<file path="src/rtl/spdif_tx.sv">
// S/PDIF (IEC 60958 consumer) transmitter: one-pair holding buffer, B/M/W preambles and biphase-mark line coding.
// Optional build macro SPDIF_TX_HOLD_ON_UNDERRUN_EN: repeat the last pair with V=0 on underrun instead of sending zeros with V=1.
module spdif_tx #(
    parameter int          SAMPLE_WIDTH = 24,
    parameter logic [31:0] CHAN_STATUS  = 32'h0000_0004
) (
    input  logic                    clk,
    input  logic                    reset_n,
    input  logic                    enable,
    input  logic                    bmc_tick,
    input  logic [SAMPLE_WIDTH-1:0] left_data,
    input  logic [SAMPLE_WIDTH-1:0] right_data,
    input  logic                    sample_valid,
    output logic                    sample_ready,
    output logic                    spdif_out,
    output logic                    block_start,
    output logic                    underrun
);

    // state   | meaning
    // IDLE    | line held at 0, waiting for the first bmc_tick while enabled
    // PRE     | half-cells 0..7 of a subframe: B/M/W preamble
    // PAYLOAD | half-cells 8..63: slots 4..31 (audio, V, U, C, P)
    typedef enum logic [1:0] {IDLE, PRE, PAYLOAD} state_t;

    localparam logic [7:0] PRE_B = 8'b1110_1000;
    localparam logic [7:0] PRE_M = 8'b1110_0010;
    localparam logic [7:0] PRE_W = 8'b1110_0100;

    state_t                  state, state_nxt;
    logic [5:0]              hc, hc_nxt;
    logic                    side, side_nxt;
    logic [7:0]              frame, frame_nxt;
    logic                    pre_inv, pre_inv_nxt;
    logic                    step, load, bit_nxt;
    logic                    buf_full, buf_full_nxt, accept;
    logic [SAMPLE_WIDTH-1:0] buf_l, buf_r, cur_l, cur_r, cur_smp;
    logic                    cur_v;
    logic [23:0]             aud;
    logic                    c_bit, parity;
    logic [31:0]             slots;
    logic [7:0]              pre_pat;
`ifdef SPDIF_TX_HOLD_ON_UNDERRUN_EN
    logic [SAMPLE_WIDTH-1:0] last_l, last_r;
`endif

    // Slot image of the subframe being sent, indexed by slot number.
    always_comb begin
        cur_smp = side ? cur_r : cur_l;
        aud     = 24'(cur_smp) << (24 - SAMPLE_WIDTH);
        c_bit   = (frame < 8'd32) ? CHAN_STATUS[frame[4:0]] : 1'b0;
        parity  = ^aud ^ cur_v ^ c_bit;
        slots   = {parity, c_bit, 1'b0, cur_v, aud, 4'b0000};
    end

    always_comb begin
        state_nxt = state;
        hc_nxt    = hc;
        side_nxt  = side;
        frame_nxt = frame;
        load      = 1'b0;
        step      = enable && bmc_tick;
        if (step) begin
            case (state)
                IDLE: begin
                    state_nxt = PRE;
                    hc_nxt    = 6'd0;
                    side_nxt  = 1'b0;
                    frame_nxt = 8'd0;
                    load      = 1'b1;
                end
                PRE: begin
                    hc_nxt = hc + 6'd1;
                    if (hc == 6'd7) state_nxt = PAYLOAD;
                end
                PAYLOAD: begin
                    hc_nxt = hc + 6'd1;
                    if (hc == 6'd63) begin
                        state_nxt = PRE;
                        side_nxt  = ~side;
                        load      = side;
                        if (side) frame_nxt = (frame == 8'd191) ? 8'd0 : frame + 8'd1;
                    end
                end
                default: state_nxt = IDLE;
            endcase
        end

        // Preamble polarity follows the line level left by the previous subframe.
        pre_inv_nxt = pre_inv;
        if (step && (state == IDLE || (state == PAYLOAD && hc == 6'd63)))
            pre_inv_nxt = spdif_out;

        pre_pat = side_nxt ? PRE_W : ((frame_nxt == 8'd0) ? PRE_B : PRE_M);
        if (state_nxt == PRE)
            bit_nxt = pre_pat[~hc_nxt[2:0]] ^ pre_inv_nxt;
        else if (!hc_nxt[0])
            bit_nxt = ~spdif_out;
        else
            bit_nxt = spdif_out ^ slots[hc_nxt[5:1]];

        accept       = sample_valid && sample_ready;
        buf_full_nxt = buf_full;
        if (load)   buf_full_nxt = 1'b0;
        if (accept) buf_full_nxt = 1'b1;
    end

    always_ff @(posedge clk or negedge reset_n) begin
        if (!reset_n) begin
            state        <= IDLE;
            hc           <= 6'd0;
            side         <= 1'b0;
            frame        <= 8'd0;
            pre_inv      <= 1'b0;
            spdif_out    <= 1'b0;
            block_start  <= 1'b0;
            underrun     <= 1'b0;
            sample_ready <= 1'b0;
            buf_full     <= 1'b0;
            buf_l        <= '0;
            buf_r        <= '0;
            cur_l        <= '0;
            cur_r        <= '0;
            cur_v        <= 1'b0;
`ifdef SPDIF_TX_HOLD_ON_UNDERRUN_EN
            last_l       <= '0;
            last_r       <= '0;
`endif
        end else if (!enable) begin
            state        <= IDLE;
            hc           <= 6'd0;
            side         <= 1'b0;
            frame        <= 8'd0;
            pre_inv      <= 1'b0;
            spdif_out    <= 1'b0;
            block_start  <= 1'b0;
            underrun     <= 1'b0;
            sample_ready <= 1'b0;
            buf_full     <= 1'b0;
`ifdef SPDIF_TX_HOLD_ON_UNDERRUN_EN
            last_l       <= '0;
            last_r       <= '0;
`endif
        end else begin
            state        <= state_nxt;
            hc           <= hc_nxt;
            side         <= side_nxt;
            frame        <= frame_nxt;
            pre_inv      <= pre_inv_nxt;
            if (step) spdif_out <= bit_nxt;
            block_start  <= load && (frame_nxt == 8'd0);
            underrun     <= load && !buf_full;
            sample_ready <= !buf_full_nxt;
            buf_full     <= buf_full_nxt;
            if (accept) begin
                buf_l <= left_data;
                buf_r <= right_data;
            end
            if (load) begin
                if (buf_full) begin
                    cur_l  <= buf_l;
                    cur_r  <= buf_r;
                    cur_v  <= 1'b0;
`ifdef SPDIF_TX_HOLD_ON_UNDERRUN_EN
                    last_l <= buf_l;
                    last_r <= buf_r;
`endif
                end else begin
`ifdef SPDIF_TX_HOLD_ON_UNDERRUN_EN
                    cur_l <= last_l;
                    cur_r <= last_r;
                    cur_v <= 1'b0;
`else
                    cur_l <= '0;
                    cur_r <= '0;
                    cur_v <= 1'b1;
`endif
                end
            end
        end
    end

endmodule

</file>
<file path="config.mk">
export PLATFORM = sky130hd
export DESIGN_NAME = spdif_tx
export DESIGN_NICKNAME = d
export VERILOG_FILES = /design/src/rtl/spdif_tx.sv
export SDC_FILE = /design/constraint.sdc
export NUM_CORES = 1
export LEC_CHECK = 0
export ABC_AREA = 1
export CAP_MARGIN = 20
export CORE_UTILIZATION = 53
export CTS_CLUSTER_SIZE = 14
export DETAILED_ROUTE_END_ITERATION = 8
export GPL_TIMING_DRIVEN = 0
export HOLD_SLACK_MARGIN = 0.03
export PLACE_DENSITY_LB_ADDON = 0.25
export SLEW_MARGIN = 20
export SYNTH_ARGS = -nofsm -noshare
export SYNTH_HDL_FRONTEND = slang
export SYNTH_SLANG_ARGS = --single-unit
export TNS_END_PERCENT = 20
</file>
<file path="constraint.sdc">
create_clock -name clk -period 2.8 [get_ports clk]
set_input_delay 0.56 -clock clk [delete_from_list [all_inputs] [get_ports clk]]
set_output_delay 0.56 -clock clk [all_outputs]
set_load 0.02 [all_outputs]
</file>
==> results by group <==
Outcome
  • Outcome: finished, final reports clean

Routing
  • Routed wire length: 16,810 µm
  • Met3 WL: 982 µm
  • Max layer used: met4
  • DRC Markers: 0
  • Avg WL per Cell: 15.05 µm
  • Antenna Nets Post-Route: 0
  • Met1 Wirelength: 6936 µm
  • Iteration-0 DRC Markers: 435
  • Routed vias: 5,966
  • Routed vias/inst: 5.341
  • Total iterations of the first detailed-routing run: 5
  • DR WL met2: 8128 µm

Synthesis
  • Post-synthesis simple-gate area fraction: 0.2683
  • Synth top cells by count: nand2_1 (293), dfrtp_1 (120), inv_1 (88)
  • Syn Area/Cell: 7.753 µm²
  • Top post-synthesis cells by area: dfrtp_1 (45%), nand2_1 (17%), mux2_2 (8.1%)
  • Synth Register Bits: 120
  • Post-synth top area share: 0.4525
  • Sequential area share after synthesis: 0.4525
  • Synthesized Nets: 917
  • Post-synthesis adder-cell area fraction: 0.01508
  • Main flop type after synthesis: dfrtp_1
  • Synth warnings: 0
  • XOR/XNOR Fraction of Synth Area: 0.001320
  • Cell count after synthesis: 856
  • FFs w/ async S/R, synth: 1.000
  • Synth cell types: 37
  • Main combinational cell family by area after synthesis: simple AND/OR/NAND/NOR gates
  • Compound-cell area share of the yosys netlist: 0.09691
  • Post-synthesis cell area: 0.006636 mm²
  • Post-synth EDFFs: 0
  • Area leader, netlist: dfrtp_1
  • Multiplexer area fraction after synthesis: 0.08145
  • Most frequent cell after synthesis: nand2_1

Clocking
  • Clock-pin slew on the worst setup and hold paths: 0.05 ns
  • Root Buffer: clkbuf_16
  • Hold-fix buffers, CTS: 0
  • CTS tree: yes
  • CTS sink count: 120
  • Clk buf depth: 2
  • H-tree Lvls: 4
  • TritonCTS Buffers: 17
  • Worst-skew pair later-pin latency: 0.42 ns

Floorplanning
  • CORE AREA: 0.01211 mm²
  • # IOs: 57
  • Site Rows: 40
  • Die H: 113.9 µm
  • Die width: 113.9 µm
  • Die area: 0.01297 mm²
  • Starting Density: 0.5479

Power and ir drop
  • Power Internal: 3.833 mW
  • Pwr dens: 639.6 mW/mm²
  • Switching share of total power: 0.2634
  • Leak pwr: 3.936 nW
  • Reported net switching power: 1.371 mW
  • Peak VDD IR: 0.0005158 V
  • Part of the power in combinational logic: 0.167
  • Sequential share of power: 0.409
  • Clock network power share: 0.424

Setup path
  • CP Capture Type: flop
  • CP Class: input port to flop
  • Max incr delay on CP: 0.54 ns
  • CP startpoint kind: input port
  • Most frequent CP cell: nand2_1
  • Slowest cell on crit path: clkdlybuf4s50_1
  • Crit-path max FO: 10
  • FF-to-FF setup slack: 0.16 ns
  • Worst Path Arrival: 2.99 ns
  • Critical path required time: 3.11 ns
  • CP Cell Sequence: clkdlybuf4s50_1 > nand2_4 > nor2_4 > a21o_1 > nand3_2 > buf_2 > o21ai_0 > a31oi_1 > o21bai_1 > inv_1 > nand2_1 > nand2_1 > nand2_1 > nand3_1 > nand2_1 > nand2_1

Layout
  • Area Growth Syn to Fin: 22.59%
  • Layout Nets: 998
  • Finished Cell Area: 0.008135 mm²
  • Share of post-route cells with drive strength above 1: 0.1328
  • Final cell count without fillers: 1,117
  • Diodes inserted: 0

Global routing
  • Grt ovf: 0
  • All-Layer GR Usage: 0.2828
  • Vias in the first global route: 5,691
  • Initial antenna violation count: 0
  • Pin count of the biggest net entering global routing: 81
  • Global-route wire length before repair: 27,610 µm

Timing
  • RSZ-0062 raised after global routing: yes
  • Max Fclk: 0.3733 GHz
  • Post-layout min period: 2.679 ns
  • Slew Limit Headroom: 0.5903
  • Setup tns final: 0 ns
  • Final Hold Fails: 0
  • Clock skew: 0.007769 ns
  • Setup violations, final: 0
  • Final period util: 0.9568
  • Worst slew pin tran: 0.6146 ns
  • Fin. max-slew vios: 0

Placed design
  • Placed cell area: 0.007436 mm²
  • Gpl congestion: 0.9297
  • IO Port Bufs: 56
  • Placed Cells: 1,081
  • Hpwl dp: 12,070 µm

Run
  • Max Cap Viol: 0

Hold path
  • HP Class: input port to asynchronous set/reset pin
-- final timing paths --
check	start	end	depth (start not counted)
worst max-delay path	enable	spdif_out	16
worst min-delay path	reset_n	frame[4]	1
worst max register to register	hc[0]	cur_l[13]	12
worst min register to register	buf_r[14]	cur_r[14]	2
max in group asynchronous	reset_n	buf_r[15]	2
min in group clk	buf_r[14]	cur_r[14]	2
-- sequential cells by signal, indices dropped and copies added (netlist names) --
name / flops
block_start: 1
buf_full: 1
underrun: 1
frame: 8
spdif_out: 1
cur_l: 24
buf_r: 24
pre_inv: 1
buf_l: 24
cur_r: 24
hc: 6
side: 1
sample_ready: 1
state: 2
cur_v: 1
-- logic make-up after synthesis --
kind of cell / Yosys count
and+or+nand+nor: 429
buffers and inverters: 128
AOI/OAI and AO/OA: 122
DFF: 120
muxes: 48
adders and majority gates: 8
xor gates and xnor gates: 1
-- cell type report --
type                    count  area [µm²]
clock inverters             9       122.6
clock buffers              22       474.2
multi-input cells         608        3132
inverters                  92       351.6
fillers                  1042        3976
flip-flops and latches    120        3003
plain buffers              36       217.7
well taps                 168       210.2
repair buffers             62       624.3
-- repair_timing --
action / in CTS / in global routing
setup endpoints to repair: 40 / 41
pin swaps: 0 / 3
buffers inserted: 0 / 5
gates resized for setup: 3 / 22
-- power by group through the flow --
| stage | sequential, mW | combinational (mW) | clock [mW] |
|---|---|---|---|
| finish | 2.13 | 0.868 | 2.21 |
| global route | 2.16 | 0.980 | 2.32 |
| CTS | 2.13 | 0.856 | 2.23 |
| detailed placement | 2.16 | 0.847 | 0 |
| global placement | 2.15 | 0.817 | 0 |
| floorplan | 2.12 | 0.584 | 0 |
-- through the flow --
step                      utilization  hold WS, ns  power [mW]  setup WS (ns)
after floorplan                     -       0.2644       2.700         0.5462
after global placement         0.6116       0.4880       2.967         -3.515
after detailed placement       0.6139       0.4950       3.004        -0.6335
after CTS                      0.6643      0.05226       5.219      0.0008544
after global routing           0.6717      0.06890       5.458       -0.01276
final                          0.6717      0.04342       5.203         0.1209
-- critical path, delay by kind of cell --
kind | cells | cell delay, ns
compound gates | 4 | 0.65
buf+inv | 3 | 0.86
simple gates | 9 | 0.91
-- layer usage --
layer	vias up	GRT usage
met5	-	0
met4	0	0.1688
met3	68	0.06908
met2	214	0.4667
met1	2767	0.3366
li1	2917	-
-- cells in the final DEF (no fill, tap or decap), types with 7 or more instances in the layout --
cell type	instances
clkdlybuf4s50_1	55
nand2_1	292
clkbuf_16	17
clkbuf_1	18
mux2_2	48
buf_6	9
o21ai_0	75
nand3_1	76
o21ai_1	12
inv_1	87
nor2_1	43
a21oi_1	20
buf_4	7
dfrtp_1	120
No activity file was read; power rests on OpenSTA's default activity.
==> RTL edit 1: new RTL, same settings <==
Reset style: synchronous (`reset_n`), changed in one clocked block.
--- a/src/rtl/spdif_tx.sv
+++ b/src/rtl/spdif_tx.sv
@@ -105,7 +105,7 @@
         if (accept) buf_full_nxt = 1'b1;
     end
 
-    always_ff @(posedge clk or negedge reset_n) begin
+    always_ff @(posedge clk) begin
         if (!reset_n) begin
             state        <= IDLE;
             hc           <= 6'd0;
Function: differs if reset_n is asserted again (counterexample within 4 cycles, from zero or initial values and one cycle with reset_n low); with reset_n held inactive, the same outputs for 10 cycles.
==> RTL edit 1 against the unedited design <==
  * Wire length decreased by 1.1%
  * Highest routed layer unchanged
  * Sequential cell count increased by 1
  * Largest cell class unchanged
  * Critical path type is now reg -> reg
  * Worst setup slack improved by 0.0014 ns
  * Synthesized area decreased by 6.4%
  * Core utilization decreased by 0.84 points
  * Cell count increased by 4.4%
  * Design area decreased by 6.9%
Power is not compared: it rests on default switching activity, and its combinational part moved more than twofold at a synthesized area within 25%.
==> RTL edit 1: results (changes against the unedited design) <==
stage	metric	value	unit	change
status	status	finished clean		
clock_network	path_clk_slew	0.05	ns	about the same
synth	yosysUniqueCellTypes	40		+8.1%
placement	dp_slack	-0.370	ns	+0.263 ns
placement	io_buffer_count	55		-1.8%
detailed_routing	num_vias	6257		+4.9%
synth	ys_top_cells_by_area	dfxtp_1 39%, nand2_1 19%, a21oi_1 8.5%		
clock_network	post_cts_resized	2		-1
synth	synthMuxAreaShare	0		-0.0814
setup_path	slowest_stage	o21ai_1		
clock_network	cts_setup_buffers	0		unchanged
finish	fillers	1033		-0.86%
synth	ys_async_sr_fraction	0		-1.00
synth	synth-xor-area-share	0.00846		+0.00714
synth	yosys.area_share.adder	0.0141		-0.000981
synth	seq_area_frac_synth	0.390		-0.0625
detailed_routing	wl	16600	µm	-1.1%
global_route	grt_pass1_wl	27000	µm	-2.1%
global_route	grt_usage	0.290		+0.00731
setup_path	cp_max_fo	10		unchanged
global_route	use_met3	0.0541		-0.0150
detailed_routing	dr_wl_met2	7850	µm	-3.4%
detailed_routing	wl_met1	7560	µm	+8.9%
detailed_routing	drtIter0Drc	476		+9.4%
setup_path	crit_arrival	3.01	ns	+0.02 ns
placement	dp_hpwl	12300	µm	+1.9%
placement	gp_congestion	0.927		-0.32%
timing	finClkSkew	0.00607	ns	-0.00170 ns
finish	drive_gt1_frac	0.0841		-0.0487
synth	synth-compound-area-share	0.188		+0.0908
finish	layout.nets	1071		+7.3%
setup_path	crit_family	buffers and inverters		
global_route	grt_max_degree	17		-79%
synth	synth_nets	996		+8.6%
global_route	grt_util_met2	0.486		+0.0191
setup_path	slowest_delay	0.53	ns	
global_route	use_met1	0.368		+0.0311
worst_hold_path	hold_class	reg -> reg		
clock_network	cts_made_buffers	17		unchanged
global_route	grt_pass1_vias	5710		+0.33%
timing	relSlewSlack	0.565		-0.0255
detailed_routing	dr_wl_met3	770	µm	-22%
power_and_ir_drop	pg_comb	432	µW	
synth	synthTopCellsByCount	309 x nand2_1, 121 x dfxtp_1, 106 x a21oi_1		
-- RTL edit 1: area by class of cell --
| class | count | share of cell area |
|---|---|---|
| Multi-Input combinational cell | 672 | 0.431 |
| Sequential cell | 121 | 0.320 |
| Timing Repair Buffer | 56 | 0.0737 |
| Clock buffer | 23 | 0.0618 |
| Inverter | 86 | 0.0426 |
| Buffer | 57 | 0.0372 |
| Tap cell | 143 | 0.0236 |
| Clock inverter | 8 | 0.00958 |
-- RTL edit 1: through the flow --
stage	instances	util	area [µm²]	power, µW
floorplan	936	-	6210	2090
global placement	1134	0.608	6940	2250
detailed placement	1134	0.608	6940	2260
CTS	1165	0.655	7480	4230
global route	1166	0.663	7570	4380
finish	1166	0.663	7570	4250
-- RTL edit 1: path summary, 6_finish.rpt --
path | from | endpoint | cells after the start | slack (ns)
max | hc[0] | cur_l[23] | 11 | 0.12
min reg2reg | buf_r[1] | buf_r[1] | 2 | 0.46
max reg2reg | hc[0] | cur_l[23] | 11 | 0.12
min | buf_r[1] | buf_r[1] | 2 | 0.46
==> RTL edit 2: new RTL, same settings <==
Made on the original files. `SAMPLE_WIDTH`: 24 -> 16.
--- a/src/rtl/spdif_tx.sv
+++ b/src/rtl/spdif_tx.sv
@@ -1,7 +1,7 @@
 // S/PDIF (IEC 60958 consumer) transmitter: one-pair holding buffer, B/M/W preambles and biphase-mark line coding.
 // Optional build macro SPDIF_TX_HOLD_ON_UNDERRUN_EN: repeat the last pair with V=0 on underrun instead of sending zeros with V=1.
 module spdif_tx #(
-    parameter int          SAMPLE_WIDTH = 24,
+    parameter int          SAMPLE_WIDTH = 16,
     parameter logic [31:0] CHAN_STATUS  = 32'h0000_0004
 ) (
     input  logic                    clk,
Ports: changed (resized left_data and right_data); port bits go from 57 to 41. The function was not compared with the original's and may differ.
==> RTL edit 2 against the unedited design <==
  * Clock power is 52% lower
  * Design area down 29%
  * Sequential share of layout area increased by 1.2 points
  * Worst setup slack worse by 0.055 ns
  * Synthesized area fell by 25%
  * Wire length shrank 27%
  * Sequential cell count down 32
  * Total power is 39% lower
  * Critical endpoint is now cur_l[7]
==> RTL edit 2: results (changes against the unedited design) <==
stage	metric	value	unit	change
global_route	use_met1	0.324		-0.0126
placement	dpl_cell_area	0.00552	mm²	-26%
power_and_ir_drop	p_leak	0.00272	µW	-31%
clock_network	cts_buffer_depth	2		unchanged
synth	yosysUniqueCellTypes	35		-5.4%
setup_path	crit_arrival	2.97	ns	-0.02 ns
global_route	use_met3	0.0418		-0.0272
status	status	finished clean		
placement	gp_congestion	0.864		-7.1%
placement	dp_slack	-0.502	ns	+0.131 ns
synth	synthMuxAreaShare	0.0727		-0.00878
synth	ys_top_cells_by_area	dfrtp_1 44%, nand2_1 16%, mux2_2 7.3%		
global_route	grt_usage	0.269		-0.0141
detailed_routing	wl_per_cell	15.0	µm	-0.19%
global_route	grt_max_degree	49		-40%
clock_network	path_clk_slew	0.10	ns	+0.05 ns
detailed_routing	drtIter0Drc	220		-49%
setup_path	endpoint	cur_l[7]		
detailed_routing	num_vias	4480		-25%
synth	synth_nets	694		-24%
setup_path	setup.worst_path.start	hc[0]		
synth	synth-xor-area-share	0		-0.00132
setup_path	rr_worst_depth	11		-1
clock_network	root_buffer	clkbuf_8		
global_route	grt_pass1_wl	20300	µm	-27%
finish	drive_gt1_frac	0.116		-0.0166
clock_network	cts_made_buffers	9		-8
timing	finClkSkew	0.0147	ns	+0.00698 ns
clock_network	htreeDepth	3		-1
timing	relSlewSlack	0.621		+0.0307
synth	yosys.area_share.adder	0.0202		+0.00510
power_and_ir_drop	max-vdd-ir-drop	0.340	mV	-34%
finish	layout.nets	746		-25%
clock_network	insertion_delay	0.37	ns	-0.05 ns
placement	io_buffer_count	40		-29%
global_route	grt_pass1_vias	4353		-24%
placement	dp_hpwl	8950	µm	-26%
timing	setup_slack	0.0658	ns	-0.0551 ns
global_route	grt_util_met2	0.469		+0.00191
synth	synthTopCellsByCount	217 x nand2_1, 88 x dfrtp_1, 64 x inv_1		
==> RTL edit 2: cell types whose count changed after synthesis, moves of 6 or more <==
cell	delta
nand2_1	-76
o21ai_0	-25
mux2_2	-16
nor2_1	-11
clkbuf_1	-8
inv_1	-24
o21ai_1	+6
dfrtp_1	-32
nand3_1	-19
==> RTL edit 2: power breakdown <==
| group | total, µW | switching, µW | internal (µW) |
|---|---|---|---|
| combinational | 600 | 336 | 264 |
| sequential | 1540 | 94.8 | 1440 |
| clock | 1050 | 513 | 542 |
==> RTL edit 2: layout make-up <==
class | count | area [µm²]
timing repair buffer | 41 | 425
sequential | 88 | 2200
clock buffer | 10 | 138
tap | 108 | 135
clock inverter | 6 | 97.6
multi-input combinational | 462 | 2330
inverter | 74 | 289
fill | 774 | 3120
buffer | 25 | 158
==> RTL edit 2: kinds of logic after synthesis <==
family,count (synthesis)
fa+ha+maj,8
flops,88
simple gates,324
mux,32
buf+inv,99
compound gates,98
==> RTL edit 2: worst min-delay path by stage <==
| stage | cells past startpoint | slack [ns] | endpoint |
|---|---|---|---|
| 2_1_floorplan | 0 | 0.26 | block_start |
| 3_3_place_gp | 1 | 0.49 | buf_r[6] |
| 3_5_place_dp | 1 | 0.49 | buf_l[1] |
| 4_1_cts | 1 | 0.18 | frame[2] |
| 5_1_grt | 1 | 0.20 | state[0] |
| 6_report | 1 | 0.16 | pre_inv |
==> RTL edit 2: critical path, stage by stage, from the launching register on <==
cell and delay (ns):
dfrtp_1 0.42, ha_1 0.24, nand2_2 0.12, nor2_2 0.06
nand2_2 0.10, clkinv_4 0.11, ha_1 0.20, o21ai_2 0.38
clkinvlp_4 0.30, clkbuf_1 0.32, nand3_1 0.23, o21ai_0 0.12
==> RTL edit 2: per-layer routing <==
metal / part of all wire / wire [µm] / vias up
li1: - / - / 2195
met1: 0.42 / 5120 / 2093
met2: 0.50 / 6120 / 162
met3: 0.050 / 614 / 30
met4: 0.030 / 372 / 0
met5: 0 / 0 / -
==> RTL edit 2: timing repair <==
action | CTS | global route
resized for setup | 2 | 5
endpoints found under the setup margin | 15 | 9
pin swaps | 0 | 0
buffers inserted | 0 | 0
==> RTL edit 2: per-stage QoR <==
| stage | utilization | cells | setup TNS, ns | hold WS, ns |
|---|---|---|---|---|
| finish | 0.649 | 814 | 0 | 0.161 |
| global route | 0.649 | 814 | -0.220 | 0.204 |
| CTS | 0.648 | 814 | 0 | 0.181 |
| detailed placement | 0.621 | 798 | -9.39 | 0.494 |
| global placement | 0.618 | 797 | -179.61 | 0.490 |
| floorplan | - | 649 | 0 | 0.264 |
